$ cat src/rtl/line_fill_word_sequencer.sv
// line_fill_word_sequencer: steps a one-hot word select across a cache line fill, one word per memory beat.
// Optional macro CRIT_WORD_FIRST_EN: start at the requested word instead of word 0.  Rev 1.0
`default_nettype none

module line_fill_word_sequencer #(
  parameter int OFFSET_W = 3,
  parameter int SET_W    = 6
) (
  input  logic                    clk,
  input  logic                    reset,
  input  logic                    start,
  input  logic [SET_W-1:0]        start_set,
  input  logic [OFFSET_W-1:0]     start_offset,
  input  logic                    mem_valid,
  output logic                    ready,
  output logic                    busy,
  output logic                    beat_we,
  output logic [2**OFFSET_W-1:0]  word_select,
  output logic [2**SET_W-1:0]     set_enable,
  output logic                    crit_beat,
  output logic [2**OFFSET_W-1:0]  filled_mask,
  output logic                    done
);

  localparam int WORDS = 2**OFFSET_W;
  localparam int SETS  = 2**SET_W;
  localparam logic [WORDS-1:0]  ONE_W     = {{(WORDS-1){1'b0}}, 1'b1};
  localparam logic [SETS-1:0]   ONE_S     = {{(SETS-1){1'b0}}, 1'b1};
  localparam logic [OFFSET_W:0] LAST_BEAT = (OFFSET_W+1)'(WORDS-1);

  typedef enum logic [1:0] {
    S_IDLE = 2'd0,
    S_FILL = 2'd1,
    S_DONE = 2'd2
  } state_t;

  state_t              state, state_n;
  logic [OFFSET_W-1:0] ptr, ptr_n, ptr_inc, ptr_load;
  logic [OFFSET_W-1:0] saved_off, saved_off_n;
  logic [OFFSET_W:0]   count, count_n;
  logic [WORDS-1:0]    word_select_n, filled_mask_n;
  logic [SETS-1:0]     set_enable_n;

`ifdef CRIT_WORD_FIRST_EN
  assign ptr_load = start_offset;
`else
  assign ptr_load = '0;
`endif

  assign ptr_inc   = ptr + OFFSET_W'(1);
  assign ready     = (state == S_IDLE);
  assign busy      = (state == S_FILL);
  assign done      = (state == S_DONE);
  assign beat_we   = mem_valid & busy;
  assign crit_beat = beat_we & (ptr == saved_off);

  always_ff @(posedge clk) begin
    if (reset) begin
      state       <= S_IDLE;
      ptr         <= '0;
      count       <= '0;
      saved_off   <= '0;
      word_select <= '0;
      set_enable  <= '0;
      filled_mask <= '0;
    end else begin
      state       <= state_n;
      ptr         <= ptr_n;
      count       <= count_n;
      saved_off   <= saved_off_n;
      word_select <= word_select_n;
      set_enable  <= set_enable_n;
      filled_mask <= filled_mask_n;
    end
  end

  always_comb begin
    state_n       = state;
    ptr_n         = ptr;
    count_n       = count;
    saved_off_n   = saved_off;
    word_select_n = word_select;
    set_enable_n  = set_enable;
    filled_mask_n = filled_mask;
    case (state)
      S_IDLE: begin
        if (start) begin
          state_n       = S_FILL;
          saved_off_n   = start_offset;
          ptr_n         = ptr_load;
          count_n       = '0;
          filled_mask_n = '0;
          word_select_n = ONE_W << ptr_load;
          set_enable_n  = ONE_S << start_set;
        end
      end
      S_FILL: begin
        if (mem_valid) begin
          filled_mask_n = filled_mask | word_select;
          ptr_n         = ptr_inc;
          count_n       = count + (OFFSET_W+1)'(1);
          word_select_n = ONE_W << ptr_inc;
          // Selects drop to zero as soon as the last word is written.
          if (count == LAST_BEAT) begin
            state_n       = S_DONE;
            word_select_n = '0;
            set_enable_n  = '0;
          end
        end
      end
      S_DONE: begin
        state_n = S_IDLE;
      end
      default: begin
        state_n = S_IDLE;
      end
    endcase
  end

endmodule

`default_nettype wire

$ cat config.mk
export PLATFORM = sky130hd
export DESIGN_NAME = line_fill_word_sequencer
export DESIGN_NICKNAME = d
export VERILOG_FILES = /design/src/rtl/line_fill_word_sequencer.sv
export SDC_FILE = /design/constraint.sdc
export NUM_CORES = 1
export LEC_CHECK = 0
export BUFFER_PORTS_ARGS = -buffer_cell sky130_fd_sc_hd__buf_2
export CAP_MARGIN = 30
export CORE_MARGIN = 4
export CORE_UTILIZATION = 53
export DETAILED_ROUTE_END_ITERATION = 12
export PLACE_DENSITY_LB_ADDON = 0.1
export SKIP_LAST_GASP = 1
export SLEW_MARGIN = 20
export SYNTH_ARGS = -nofsm -noshare
export SYNTH_HDL_FRONTEND = slang
export SYNTH_SLANG_ARGS = --single-unit
export TNS_END_PERCENT = 1
$ cat constraint.sdc
create_clock -name clk -period 2.2 [get_ports clk]
set_clock_uncertainty 0.15 [all_clocks]
set_input_delay 0.11 -clock clk [delete_from_list [all_inputs] [get_ports clk]]
set_output_delay 0.11 -clock clk [all_outputs]
set_load 0.01 [all_outputs]
=== After elaboration in Yosys (flattened, before gate mapping) ===
Index checks and enable logic that the tools add are counted.

* Add/sub/neg operators: 2
* Equality and inequality tests: 7
* Shift-type cells: 2
* Mux-type cells: 21
* Bitwise operators: 3
* Reductions and logical operators: 6

{| class="wikitable"
|+ Operator list
! cell !! number
|-
| $mux 64 || 3
|-
| $pmux 64 s2 || 1
|-
| $shl 1x6->64 const A || 1
|-
| $mux 8 || 5
|-
| $pmux 8 s2 || 2
|-
| $mux 4 || 2
|-
| $or 8x8->8 || 1
|-
| $pmux 4 s2 || 1
|-
| $shl 1x3->8 const A || 1
|-
| $mux 2 || 3
|-
| $mux 3 || 2
|-
| $pmux 3 s2 || 1
|-
| $reduce_and 3->1 || 2
|-
| $add 4x1->4 const B || 1
|-
| $eq 4x3->1 const B || 1
|-
| $ne 2x2->1 const B || 2
|-
| $pmux 2 s2 || 1
|-
| $reduce_and 4->1 || 1
|-
| $add 3x1->3 const B || 1
|-
| $eq 3x3->1 || 1
|-
| $and 1x1->1 || 2
|-
| $eq 2x1->1 const B || 1
|-
| $eq 2x2->1 const B || 1
|-
| $logic_not 2->1 || 1
|-
| other kinds (3) || 3
|}

* Register bits: 92
* Input port bits: 13
* Output and inout bits: 85

=== Logic depth before layout (Yosys ltp) ===
* Depth in word-level cells: 5
* Depth in mapped cells: 7
* Depth with buffers taken out: 4

=== Worst setup path before layout ===
No wires, ideal clock.

* Path kind: flip-flop to output port
* Start point: register state[0]
* End point: output port crit_beat
* Arrival time: 1.466 ns
* Path slack: 0.474 ns
* Stages on the path, launching flop included: 6
* Path through: dfxtp_1 > buf_6 > nand3b_1 > buf_2 > buf_1 > nor4_1

* Cells in the longest elaborated chain, start to end: 3

{| class="wikitable"
|+ Ends and longest elaborated chain
! what !! RTL line !! text
|-
| from (decl) || 37 || <nowiki>state_t state, state_n;</nowiki>
|-
| from (signal assigned) || 67 || <nowiki>state <= state_n;</nowiki>
|-
| $eq 2x1->1 || 52 || <nowiki>assign busy = (state == S_FILL);</nowiki>
|-
| $and 1x1->1 || 54 || <nowiki>assign beat_we = mem_valid & busy;</nowiki>
|-
| $and 1x1->1 || 55 || <nowiki>assign crit_beat = beat_we & (ptr == saved_off);</nowiki>
|-
| to (decl) || 20 || <nowiki>output logic crit_beat,</nowiki>
|}

No other way between the ends.

=== Final worst setup path ===
Same ends and word-level chain as after synthesis.

==> impl_metrics.csv <==
group,metric,value,unit
critical_path,start_kind,"flip-flop",
clock_network,cts-root-buf,"clkbuf_8",
timing,period_minus_slack,2.093,ns
yosys,yosys_warnings,0,
layout,fillerInstances,648,
place,place_inst,566,
clock_network,worstSkewPairLatency,0.35,ns
clock_network,cts_setup_buffers,0,
floorplan,coreArea,7214,sq um
layout,final_cells,587,
yosys,synth_edf_count,0,
drt,drc,0,
flow_run,drv_cap,0,
critical_path,end_kind,"primary output",
place,gp_congestion,0.7985,
drt,avgRoutedWirePerCell,18.65,um
yosys,async_flop_share,0,%
drt,vias,3705,
critical_path,path_max_fanout,40,
timing,hold_violations,0,
timing,rsz0062_at_grt,"false",
yosys,ys_types,35,
drt,drt_iter0_markers,268,
timing,timing.setup.tns,0,ns
yosys,syn_area,3921,sq um
layout,area_growth,18.86,%
clock_network,clockBufferDepth,2,
power_and_ir_drop,power.density,658.2,nW/um^2
power_and_ir_drop,leakagePower,1.820,nW
floorplan,num_io_pins,98,
timing,worstMarginPinSlew,0.5548,ns
clock_network,cts_buffers,9,
floorplan,placementRows,31,
timing,setup_viol,0,
drt,vias_per_cell,6.312,
layout,drive_gt1_share,25.82,%
timing,max_freq,0.4777,GHz
global_route,grt_max_degree,80,
yosys,avgSynthCellArea,9.611,sq um
global_route,gr-usage-all-layers,24.25,%
floorplan,initial_utilization,54.35,%
yosys,ys.flop_type,"dfxtp_1",
clock_network,cts_max_level,3,
critical_path,cp_data_arrival_time,1.83,ns
global_route,grt_overflow_total,0,
critical_path,r2r_setup_slack,0.32,ns
global_route,grt_pass1_vias,3340,
yosys,synth-seq-area-share,46.97,%
hold_path,hp-class,"in -> reg",
drt,antenna_left,0,
place,io_buffers,97,
yosys,syn_nets,427,
place,hpwl,6842,um
yosys,ys_seq_elements,92,
run_status,status,"completed",
timing,finalCritPeriodShare,95.16,%
critical_path,crit_type,"reg -> out",
global_route,antenna_found_initial,0,
layout,fin_util,64.60,%
critical_path,cp.required,1.94,ns
layout,nNetsFinal,502,
yosys,synth_cells,408,
layout,diodes,0,
clock_network,cts_tree,"done",
clock_network,cts.sink_count,92,
power_and_ir_drop,ir_worst_vdd,0.4287,mV
floorplan,die_w,94.02,um
floorplan,die_h,94.02,um
clock_network,clkTransAtPathRegs,0.09,ns
floorplan,die_area,8839,sq um
global_route,grt_pass1_wl,17130,um
timing,slew_headroom,62.96,%
drt,first_pass_iters,5,
power_and_ir_drop,total_power,0.003068,W
drt,wl,10950,um
timing,drv_slew,0,
[layer usage]
layer	vias to the layer above	routed length, um	GRT usage, %
met2	142	5137	37.49
met3	14	764	4.487
met5	-	0	0
met4	0	178	8.544
met1	1775	4864	33.87
li1	1774	-	-
[layout by cell type (no fill, tap or decap), types with 9 or more instances in the layout]
cell       count
clkbuf_8      12
nand2_1       21
o21ai_0        9
a21oi_1       20
dfxtp_1       92
o2111ai_1     66
inv_1         13
nand3_1       19
buf_2         97
o31ai_1       64
[logic make-up (layout without fill, tap and decap cells)]
kind of cell / Yosys count / count (layout) / share of synthesized area (%)
buffers and inverters: 62 / 142 / 7.594
and+or+nand+nor: 73 / 73 / 9.509
AOI/OAI and AO/OA: 169 / 169 / 32.64
muxes: 1 / 1 / 0.2553
xor gates and xnor gates: 5 / 5 / 1.117
DFF: 92 / 92 / 46.97
adders and majority gates: 6 / 6 / 1.914
[cells in the mapped netlist, types with 3 or more instances]
cell,number,area [sq um]
clkbuf_1,28,105.1
ha_1,6,75.07
o21ai_0,9,45.04
nand3_1,19,95.09
xor2_1,4,35.03
buf_6,8,90.09
o2111ai_1,66,578.1
buf_1,7,26.28
dfxtp_1,92,1842
nor2b_1,6,37.54
a21oi_1,20,100.1
nand3b_1,6,45.04
o31ai_1,64,480.5
nand4_1,6,37.54
nor3_1,3,15.01
buf_2,4,20.02
nor2_1,6,22.52
nand2_1,21,78.83
inv_1,13,48.80
[path summary, 6_finish.rpt]
kind / start / end / cells past startpoint
min: start_set[4] / set_enable[26]$_SDFFE_PP0P_ / 3
max: state[0]$_SDFFE_PP0P_ / crit_beat / 4
max reg2reg: state[0]$_SDFFE_PP0P_ / set_enable[5]$_SDFFE_PP0P_ / 4
min reg2reg: filled_mask[6]$_SDFFE_PP0P_ / filled_mask[6]$_SDFFE_PP0P_ / 2
[power breakdown]
part           internal (W)  leakage [nW]  switching (W)
sequential          0.00168         0.743      0.0000143
combinational     0.0000723         0.986       0.000206
clock              0.000508        0.0913       0.000587
[layout make-up]
cell class	instances	area, sq um	share of cell area [%]
Sequential cell	92	1842	39.52
Multi-Input combinational cell	254	1783	38.26
Timing Repair Buffer	111	659.4	14.15
Clock buffer	12	165.2	3.544
Tap cell	99	123.9	2.658
Inverter	15	56.30	1.208
Clock inverter	4	31.28	0.6711
[metrics by stage]
stage	instance area [sq um]	setup WS (ns)	hold slack [ns]
final	4661	0.1065	0.03974
after global routing	4661	0.007470	0.04369
after CTS	4644	0.07900	0.02695
after detailed placement	4408	0.2997	0.2086
after global placement	4408	0.3973	0.2049
after floorplan	3921	0.4740	0.08096
[repair_timing]
action / in CTS / in global routing
endpoints found under the hold margin: 5 / 0
hold buffers: 4 / 0
setup endpoints to repair: 0 / 1
resized for setup: 0 / 1
[registers in the layout, summed over array words and instances, names as in the netlist]
register,count
set_enable,64
filled_mask,8
word_select,8
count,4
ptr,3
saved_off,3
state,2
[critical path, cell delays in order (launching register included)]
cell and delay, ns:
dfxtp_1 0.48, nand3b_1 0.24, clkbuf_16 0.29, nor4_1 0.29
buf_2 0.18
(Power assumes the default switching activity.)
